$ cat src/rtl/counter_pkg.sv
// Shared constants and elaboration checks for the up/down modulus counter family.
package counter_pkg;

   typedef enum logic {
      DIR_DOWN = 1'b0,
      DIR_UP   = 1'b1
   } dir_e;

   localparam int MODE_WRAP = 0;
   localparam int MODE_SAT  = 1;

   // True when max_count is a usable top-of-range for a counter of the given width.
   function automatic bit max_count_ok(int width, int max_count);
      longint range_top;
      range_top = (longint'(1) << width) - 1;
      return (width >= 1) && (max_count >= 1) && (longint'(max_count) <= range_top);
   endfunction

endpackage

$ cat src/rtl/updown_mod_counter_if.sv
// Control/status bundle between an up/down modulus counter and the logic driving it.
interface updown_mod_counter_if #(
   parameter int WIDTH = 4
);
   logic             en;
   logic             up_dn;
   logic             load;
   logic [WIDTH-1:0] load_val;
   logic [WIDTH-1:0] count;
   logic             at_max;
   logic             at_zero;
   logic             wrap;

   modport master (
      output en, up_dn, load, load_val,
      input  count, at_max, at_zero, wrap
   );

   modport slave (
      input  en, up_dn, load, load_val,
      output count, at_max, at_zero, wrap
   );
endinterface

$ cat src/rtl/updown_next_state.sv
// Next-state logic for the up/down modulus counter: load clamp, step, and
// end-of-range wrap or saturate.
module updown_next_state
   import counter_pkg::*;
#(
   parameter int WIDTH     = 4,
   parameter int MAX_COUNT = 2 ** WIDTH - 1,
   parameter int SATURATE  = MODE_WRAP
) (
   input  logic [WIDTH-1:0] count,
   input  logic             en,
   input  logic             up_dn,
   input  logic             load,
   input  logic [WIDTH-1:0] load_val,
   output logic [WIDTH-1:0] next_count,
   output logic             next_wrap
);
   localparam logic [WIDTH-1:0] MAX_V = WIDTH'(MAX_COUNT);
   localparam logic             SAT   = (SATURATE == MODE_SAT);

   logic at_top;
   logic at_bottom;

   assign at_top    = (count == MAX_V);
   assign at_bottom = (count == '0);

   // The end-of-range compares pick the result, so the adder output is only
   // used when it cannot leave 0..MAX_COUNT.
   always_comb begin
      // NOTE: defaults first so every path assigns both outputs and no latch is inferred.
      next_count = count;
      next_wrap  = 1'b0;
      if (load) begin
         next_count = (int'(load_val) > MAX_COUNT) ? MAX_V : load_val;
      end else if (en) begin
         if (up_dn == DIR_UP) begin
            if (at_top) begin
               next_wrap = 1'b1;
               if (!SAT) next_count = '0;
            end else begin
               next_count = count + WIDTH'(1);
            end
         end else begin
            if (at_bottom) begin
               next_wrap = 1'b1;
               if (!SAT) next_count = MAX_V;
            end else begin
               next_count = count - WIDTH'(1);
            end
         end
      end
   end

endmodule

$ cat src/rtl/updown_mod_counter.sv
// Synchronous up/down counter with programmable modulus, parallel load, enable
// and wrap-or-saturate ends; holds only the registers and the end decodes.
module updown_mod_counter
   import counter_pkg::*;
#(
   parameter int WIDTH     = 4,
   parameter int MAX_COUNT = 2 ** WIDTH - 1,
   parameter int SATURATE  = MODE_WRAP
) (
   input  logic                clk,
   input  logic                rst,
   updown_mod_counter_if.slave bus
);
   localparam logic [WIDTH-1:0] MAX_V = WIDTH'(MAX_COUNT);

   if (!max_count_ok(WIDTH, MAX_COUNT)) begin : g_bad_max_count
      $error("updown_mod_counter: MAX_COUNT must lie in 1..2**WIDTH-1");
   end

   logic [WIDTH-1:0] count_q;
   logic [WIDTH-1:0] next_count;
   logic             wrap_q;
   logic             next_wrap;

   updown_next_state #(
      .WIDTH     (WIDTH),
      .MAX_COUNT (MAX_COUNT),
      .SATURATE  (SATURATE)
   ) u_next_state (
      .count      (count_q),
      .en         (bus.en),
      .up_dn      (bus.up_dn),
      .load       (bus.load),
      .load_val   (bus.load_val),
      .next_count (next_count),
      .next_wrap  (next_wrap)
   );

   // NOTE: non-blocking assignments so every register samples pre-edge values.
   always_ff @(posedge clk or posedge rst) begin
      if (rst) begin
         count_q <= '0;
         wrap_q  <= 1'b0;
      end else begin
         count_q <= next_count;
         wrap_q  <= next_wrap;
      end
   end

   assign bus.count   = count_q;
   assign bus.wrap    = wrap_q;
   assign bus.at_max  = (count_q == MAX_V);
   assign bus.at_zero = (count_q == '0);

endmodule

$ cat src/flat_wrapper.sv
// flat-port wrapper written by rule: the top's interface ports become plain ports
module updown_mod_counter_flat import counter_pkg::*;
#(
   parameter int WIDTH     = 4,
   parameter int MAX_COUNT = 2 ** WIDTH - 1,
   parameter int SATURATE  = MODE_WRAP
)
  (clk, rst, bus_en, bus_up_dn, bus_load, bus_load_val, bus_count, bus_at_max, bus_at_zero, bus_wrap);
  updown_mod_counter_if #(.WIDTH(WIDTH)) bus_i ();
  input  logic clk;
  input  logic rst;
  input wire logic [$bits(bus_i.en)-1:0] bus_en;
  input wire logic [$bits(bus_i.up_dn)-1:0] bus_up_dn;
  input wire logic [$bits(bus_i.load)-1:0] bus_load;
  input wire logic [$bits(bus_i.load_val)-1:0] bus_load_val;
  output wire logic [$bits(bus_i.count)-1:0] bus_count;
  output wire logic [$bits(bus_i.at_max)-1:0] bus_at_max;
  output wire logic [$bits(bus_i.at_zero)-1:0] bus_at_zero;
  output wire logic [$bits(bus_i.wrap)-1:0] bus_wrap;
  assign bus_i.en = bus_en;
  assign bus_i.up_dn = bus_up_dn;
  assign bus_i.load = bus_load;
  assign bus_i.load_val = bus_load_val;
  assign bus_count = bus_i.count;
  assign bus_at_max = bus_i.at_max;
  assign bus_at_zero = bus_i.at_zero;
  assign bus_wrap = bus_i.wrap;
  updown_mod_counter #(.WIDTH(WIDTH), .MAX_COUNT(MAX_COUNT), .SATURATE(SATURATE)) u_core (.clk(clk), .rst(rst), .bus(bus_i));
endmodule
$ cat config.mk
export PLATFORM = sky130hd
export DESIGN_NAME = updown_mod_counter_flat
export DESIGN_NICKNAME = d
export VERILOG_FILES = /design/src/rtl/counter_pkg.sv /design/src/rtl/updown_mod_counter_if.sv /design/src/rtl/updown_next_state.sv /design/src/rtl/updown_mod_counter.sv /design/src/flat_wrapper.sv
export SDC_FILE = /design/constraint.sdc
export NUM_CORES = 1
export LEC_CHECK = 0
export CORE_AREA = 2 2 39 41
export CTS_BUF_LIST = sky130_fd_sc_hd__clkbuf_16
export DETAILED_ROUTE_END_ITERATION = 8
export DIE_AREA = 0 0 41 43
export MAX_ROUTING_LAYER = met4
export PLACE_DENSITY = 0.67
export SLEW_MARGIN = 20
export SYNTH_ARGS = -nofsm -noshare
export SYNTH_HDL_FRONTEND = slang
export SYNTH_SLANG_ARGS = --single-unit
$ cat constraint.sdc
create_clock -name clk -period 4.6 [get_ports clk]
set_clock_uncertainty 0.15 [all_clocks]
set_input_delay 0.92 -clock clk [delete_from_list [all_inputs] [get_ports clk]]
set_output_delay 0.92 -clock clk [all_outputs]
set_load 0.01 [all_outputs]
# Word level (Yosys, flattened, before mapping)
# Cells that the tools add are included.
totals:
  ff_bits: 5
  memories: 0
  word_cells: 17
  output_inout_bits: 7
  latch_bits: 0
  ram_bits: 0
  inputBits: 9
  mem_bits_ro: 0
classes:
  mul: 0
  addsub: 2
  eq_ne: 1
  magnitude_cmp: 0
  div_mod_pow: 0
  reduce_logical: 2
  n_shift: 0
  mux: 10
  n_bitwise: 0
op_table:
  columns: ["operator", "n"]
  rows:
  - ["4-bit 2-to-1 mux", 5]
  - ["1-bit 2-to-1 mux", 5]
  - ["4-bit by 1-bit adder with 4-bit output, second input constant", 1]
  - ["4-bit == test, second input constant", 1]
  - ["4-bit zero test", 1]
  - ["4-bit by 1-bit subtractor with 4-bit output, second input constant", 1]
  - ["2-bit nonzero test", 1]

# Logic depth before layout (Yosys ltp)
# Gate-level depths: netlist (run 1).
depth:
  ltp_word: 5
  ltp_mapped: 7
  depth_no_buf: 6

# Cells and area by module
# From an unflattened synthesis (run 1), not the netlist that was laid out.
unflattened:
  cells_unflattened: 44
  area_unflattened_um2: 384.1
by_module_without_submodules:
  columns: ["module", "instances", "area_per_inst_um2", "cells_per_inst"]
  rows:
  - ["updown_next_state", 1, 232.7, 36]
  - ["updown_mod_counter", 1, 151.4, 8]

# Least setup slack after synthesis (run 1)
# Ideal clock, no wire load.
synth_timing:
  kind: "register to output"
  start: "reg u_core.count_q[0] (netlist: u_core.bus.count[0])"
  end: "out bus_at_zero"
  slack_ns: 2.362
  t_required_ns: 3.530
  stages_incl_launch_ff: 5
  t_arrival_ns: 1.168
  path_buffers: 1
  cell_sequence: "dfrtp_1 > clkbuf_2 > inv_1 > ha_1 > nor3b_1"
synth_between:
  elab_chain_len: 1
synth_lines:
  columns: ["item", "line_no", "text"]
  rows:
  - ["start: declaration", "updown_mod_counter.sv:20", "logic [WIDTH-1:0] count_q;"]
  - ["start signal: assignment", "updown_mod_counter.sv:45", "count_q <= next_count;"]
  - ["4-bit zero test", "updown_mod_counter.sv:53", "assign bus.at_zero = (count_q == '0);"]
  - ["end: declaration", "flat_wrapper.sv:18", "output wire logic [$bits(bus_i.at_zero)-1:0] bus_at_zero;"]
# No other way between the ends.

# Final worst setup path (run 1)
# Ends and elaborated chain as after synthesis.

==> impl_metrics.json, run 1 <==
{
  "rsz0062_at_grt": "false",
  "synth_warnings": 0,
  "diodes": 0,
  "syn-instance-count": 45,
  "die_y_um": 43,
  "die_x_um": 41,
  "vias_per_cell": 4.818,
  "ir_drop_mv": 0.3177,
  "grt_pass1_wl_um": 1414,
  "total_power_uw": 255.2,
  "grt_start_max_net_pins": 11,
  "die-area_sq_mm": 0.001763,
  "drtIter0Drc": 12,
  "clk-insertion-delay-late_ns": 0.23,
  "drive_gt1_share_pct": 9.836,
  "setup_viol": 0,
  "fillCellCount": 144,
  "maxCapViolations": 0,
  "avgSynthCellArea_sq_um": 8.703,
  "crit_fanout": 10,
  "synth_area_leader_cell": "dfrtp_1",
  "grt_use_total_pct": 12.63,
  "ys_top_cells_by_area": "dfrtp_1 32%, ha_1 6.4%, a21oi_1 5.1%, mux2i_1 5.1%, xor2_1 4.5%",
  "cts_tree": "yes",
  "detailed_place_hpwl_um": 627.1,
  "syn-num-nets": 56,
  "drv_slew": 0,
  "synth_cell_types": 27,
  "vias": 371,
  "start_kind": "flip-flop",
  "synth.cell_area_sq_um": 391.6,
  "synth.ff_latch_count": 5,
  "ant_nets": 0,
  "ios": 16,
  "firstDrtPassIters": 4,
  "synth_top_area_share_pct": 31.95,
  "first_global_vias": 323,
  "synth_edf_count": 0,
  "antenna_found_initial": 0,
  "final-hold-violation-count": 0,
  "worstPathArrival_ns": 1.82,
  "final_area_sq_um": 619.3,
  "setup_tns_ns": 0,
  "wire_per_inst_um": 11.90,
  "cts_buffers": 3,
  "final_core_util_pct": 44.76,
  "finalCritPeriodShare_pct": 62.89,
  "grt-ovfl-total": 0,
  "wl_um": 916,
  "max_slew_margin_pct": 80.00,
  "synth_seq_area_share_pct": 31.95,
  "clock.fmax_mhz": 345.7,
  "initial_core_util_pct": 28.30,
  "leakagePower_nw": 0.2772,
  "end_kind": "output pin",
  "clock_sinks": 5,
  "htree_num_levels": 1,
  "drc": 0,
  "cts_resized": 0,
  "rows": 14,
  "cts_hold_buf": 0,
  "core_sq_mm": 0.001384,
  "area_growth_pct": 58.15,
  "min_period_ns": 2.893,
  "status": "finished clean",
  "fin_nets": 73,
  "cts_root_buf": "clkbuf_16",
  "p_per_area_mw_per_mm2": 412.0,
  "post_cts_buffers": 0,
  "layout_common_cells": "15 x clkdlybuf4s50_1, 5 x inv_1, 5 x dfrtp_1",
  "place_congestion": 0.7128,
  "path_clk_slew_ns": 0.03,
  "clock_path_buffers": 2,
  "async_flop_share_pct": 100.0,
  "hold_path_class": "reg2reg",
  "critical_path_required_ns": 3.53,
  "mostFrequentLayoutCell": "clkdlybuf4s50_1",
  "synth_flop_cell": "dfrtp_1",
  "dpl_cell_area_sq_um": 540.5,
  "path_class": "reg2out",
  "tightest_slew_ns": 0.3000,
  "port_buffers": 15
}
stage by stage:
stage / std cells / setup WS (ns) / hold WS [ns]
after global routing: 77 / 1.605 / 0.6388
after detailed placement: 73 / 1.946 / 0.5725
after CTS: 77 / 1.692 / 0.5769
after global placement: 73 / 1.991 / 0.5601
after floorplan: 45 / 2.362 / 0.5485
final: 77 / 1.707 / 0.5763
worst max-delay path, cell delays in order (launching register included):
cell and delay (ns):
dfrtp_1 0.47, inv_1 0.10, ha_1 0.19, nor3b_1 0.26, clkdlybuf4s50_1 0.59
state kept, by name (all words and copies together), names as in the netlist:
signal	flops
u_core.bus.count	4
u_core.bus.wrap	1
routing by layer:
metal / GRT usage (%) / up-vias / share of wire, %
li1: - / 193 / -
met1: 15.41 / 167 / 43
met2: 17.81 / 11 / 50
met3: 6.283 / 0 / 6.9
met4: 4.000 / 0 / 0
met5: - / - / 0
cell families (layout without fill, tap and decap cells):
family                     after synthesis  in the layout  share of synthesized area (%)
AOI/OAI and AO/OA                       15             15                          24.28
xor gates and xnor gates                 2              2                          4.474
adders and majority gates                2              2                          6.389
buffers and inverters                    7             23                          9.261
DFF                                      5              5                          31.95
muxes                                    3              3                          7.987
and+or+nand+nor                         11             11                          15.66
layout make-up:
| cell class | instances | area [sq um] | share of cell area, % |
|---|---|---|---|
| timing repair buffer | 15 | 150.1 | 24.24 |
| clock buffer | 3 | 75.07 | 12.12 |
| multi-input combinational | 33 | 230.2 | 37.17 |
| inverter | 4 | 15.01 | 2.424 |
| sequential | 5 | 125.1 | 20.20 |
| clock inverter | 1 | 3.754 | 0.6061 |
| tap | 16 | 20.02 | 3.232 |
where the power goes:
group | total (mW) | internal (mW) | switching (mW)
logic | 0.0535 | 0.0323 | 0.0212
clock network | 0.141 | 0.113 | 0.0283
registers | 0.0608 | 0.0491 | 0.0117
total | 0.255 | 0.194 | 0.0612
cell usage after synthesis (2+ instances only):
cell	instances
dfrtp_1	5
a21oi_1	4
inv_1	4
o21ai_0	3
ha_1	2
mux2i_1	2
nand2_1	2
nor2_1	2
o31ai_1	2
xor2_1	2
worst paths after layout:
path                                            startpoint                         endpoint  slack (ns)  cells past startpoint
max                        u_core.bus.count[0]$_DFFE_PP0P_                      bus_at_zero        1.71                      4
min                        u_core.bus.count[1]$_DFFE_PP0P_  u_core.bus.count[1]$_DFFE_PP0P_        0.58                      2
max reg2reg                u_core.bus.count[0]$_DFFE_PP0P_  u_core.bus.count[2]$_DFFE_PP0P_        2.92                      6
min reg2reg                u_core.bus.count[1]$_DFFE_PP0P_  u_core.bus.count[1]$_DFFE_PP0P_        0.58                      2
max in group asynchronous                              rst  u_core.bus.count[0]$_DFFE_PP0P_        3.36                      2
min in group asynchronous                              rst  u_core.bus.count[1]$_DFFE_PP0P_        0.76                      2
No activity file was read; power rests on OpenSTA's default activity.
==> run 2, diff against run 1 <==
Clock period 4.6 ns to 2.89 ns, I/O delays scaled along.
==> impl_metrics.json, run 2 (synthesis results as in run 1) <==
{
  "status": "finished clean",
  "finalCritPeriodShare_pct": 87.61,
  "core_sq_mm": 0.001384,
  "cts_root_buf": "clkbuf_16",
  "dp.cells": 73,
  "wire_per_inst_um": 11.04,
  "path_clk_slew_ns": 0.03,
  "detailed_place_hpwl_um": 630,
  "fin_cells": 77,
  "cp_num_buf_inv": 2,
  "cp_slowest_stage_delay_ns": 0.58,
  "wl_um": 850,
  "clock_path_buffers": 2,
  "cts_buffers": 3,
  "path_class": "reg2out",
  "post_cts_buffers": 0,
  "setup_tns_ns": 0,
  "drc": 0,
  "place_congestion": 0.7119,
  "initial_core_util_pct": 28.30,
  "slowest_stage": "clkdlybuf4s50_1",
  "maxCapViolations": 0,
  "grt_use_total_pct": 13.25,
  "drv_slew": 0,
  "ir_drop_mv": 0.3511,
  "drtIter0Drc": 13,
  "final-hold-violation-count": 0,
  "antenna_found_initial": 0,
  "layout_common_cells": "15 x clkdlybuf4s50_1, 5 x inv_1, 5 x dfrtp_1",
  "rows": 14,
  "start_kind": "flip-flop",
  "min_period_ns": 2.532,
  "vias": 383,
  "leakagePower_nw": 0.2772,
  "clock_sinks": 5,
  "max_slew_margin_pct": 79.91,
  "tightest_slew_ns": 0.3014,
  "worstPathArrival_ns": 1.80,
  "grt_start_max_net_pins": 11,
  "grt_pass1_wl_um": 1469,
  "rsz0062_at_grt": "false",
  "r2r_start": "u_core.bus.count[0]$_DFFE_PP0P_",
  "hold_path_class": "in2async",
  "final_core_util_pct": 44.76,
  "critPathLaunch": "u_core.bus.count[0]$_DFFE_PP0P_",
  "largest_reg_flops": 4,
  "fin_nets": 73,
  "first_global_vias": 317,
  "ant_nets": 0,
  "fillCellCount": 137,
  "setup_viol": 0,
  "clk-insertion-delay-late_ns": 0.22,
  "cp_top_family": "buffers and inverters",
  "mostFrequentLayoutCell": "clkdlybuf4s50_1",
  "ios": 16,
  "critical_path_required_ns": 2.16,
  "diodes": 0,
  "cts_tree": "yes",
  "clock.fmax_mhz": 395.0,
  "drive_gt1_share_pct": 9.836,
  "total_power_uw": 403.4,
  "cts_hold_buf": 0,
  "p_per_area_mw_per_mm2": 651.4,
  "htree_num_levels": 1,
  "worst-r2r-setup-slack_ns": 1.19,
  "die-area_sq_mm": 0.001763,
  "port_buffers": 15,
  "cts_resized": 0,
  "firstDrtPassIters": 4,
  "die_y_um": 43,
  "end_kind": "output pin",
  "grt-ovfl-total": 0,
  "crit_fanout": 10,
  "vias_per_cell": 4.974,
  "area_growth_pct": 58.15,
  "path_cells": "inv_1 -> ha_1 -> nor3b_1 -> clkdlybuf4s50_1",
  "die_x_um": 41
}
-- run 2: cell counts in the layout (fill, tap and decap cells not counted) --
Identical to the previous run, type by type.
-- run 2: report_power, final --
group,total (mW),switching [mW],internal [mW]
logic,0.0856,0.0342,0.0514
clock network,0.221,0.0425,0.179
registers,0.0965,0.0183,0.0781
total,0.403,0.0949,0.308
-- run 2: area by class of cell --
class	instances	area (sq um)	share of cell area [%]
multi-input cells	33	230.2	37.17
repair buffers	15	150.1	24.24
flip-flops and latches	5	125.1	20.20
clock buffers	3	75.07	12.12
well taps	16	20.02	3.232
inverters	4	15.01	2.424
clock inverters	1	3.754	0.6061
-- run 2: metrics by stage --
step	instance area, sq um	setup WS, ns	hold WS [ns]
5_1_grt	619.3	0.2027	0.4365
6_report	619.3	0.3581	0.4094
3_3_place_gp	540.5	0.6239	0.5591
4_1_cts	619.3	0.3336	0.4136
3_5_place_dp	540.5	0.5933	0.5762
2_1_floorplan	391.6	0.9939	0.2065
-- run 2: metal layers --
layer / share of wire [%] / GRT usage (%) / up-vias
met5: 0 / - / -
met4: 0 / 6.000 / 0
met2: 46 / 15.63 / 18
li1: - / - / 190
met3: 10 / 7.853 / 0
met1: 44 / 17.70 / 175
-- run 2: worst paths after layout --
| check | endpoint | depth (start not counted) |
|---|---|---|
| worst max-delay path | bus_at_zero | 4 |
| worst min-delay path | u_core.bus.count[3]$_DFFE_PP0P_ | 2 |
| worst max register to register | u_core.bus.count[0]$_DFFE_PP0P_ | 6 |
| worst min register to register | u_core.bus.count[3]$_DFFE_PP0P_ | 2 |
| max in group asynchronous | u_core.bus.wrap$_DFF_PP0_ | 2 |
| min in group clk | u_core.bus.count[3]$_DFFE_PP0P_ | 2 |
==> run 3, diff against run 2 <==
Settings changed: CAP_MARGIN set to 40.
==> results of run 3 <==
Same layout as run 2: the final DEF is identical, and so are final timing and power.
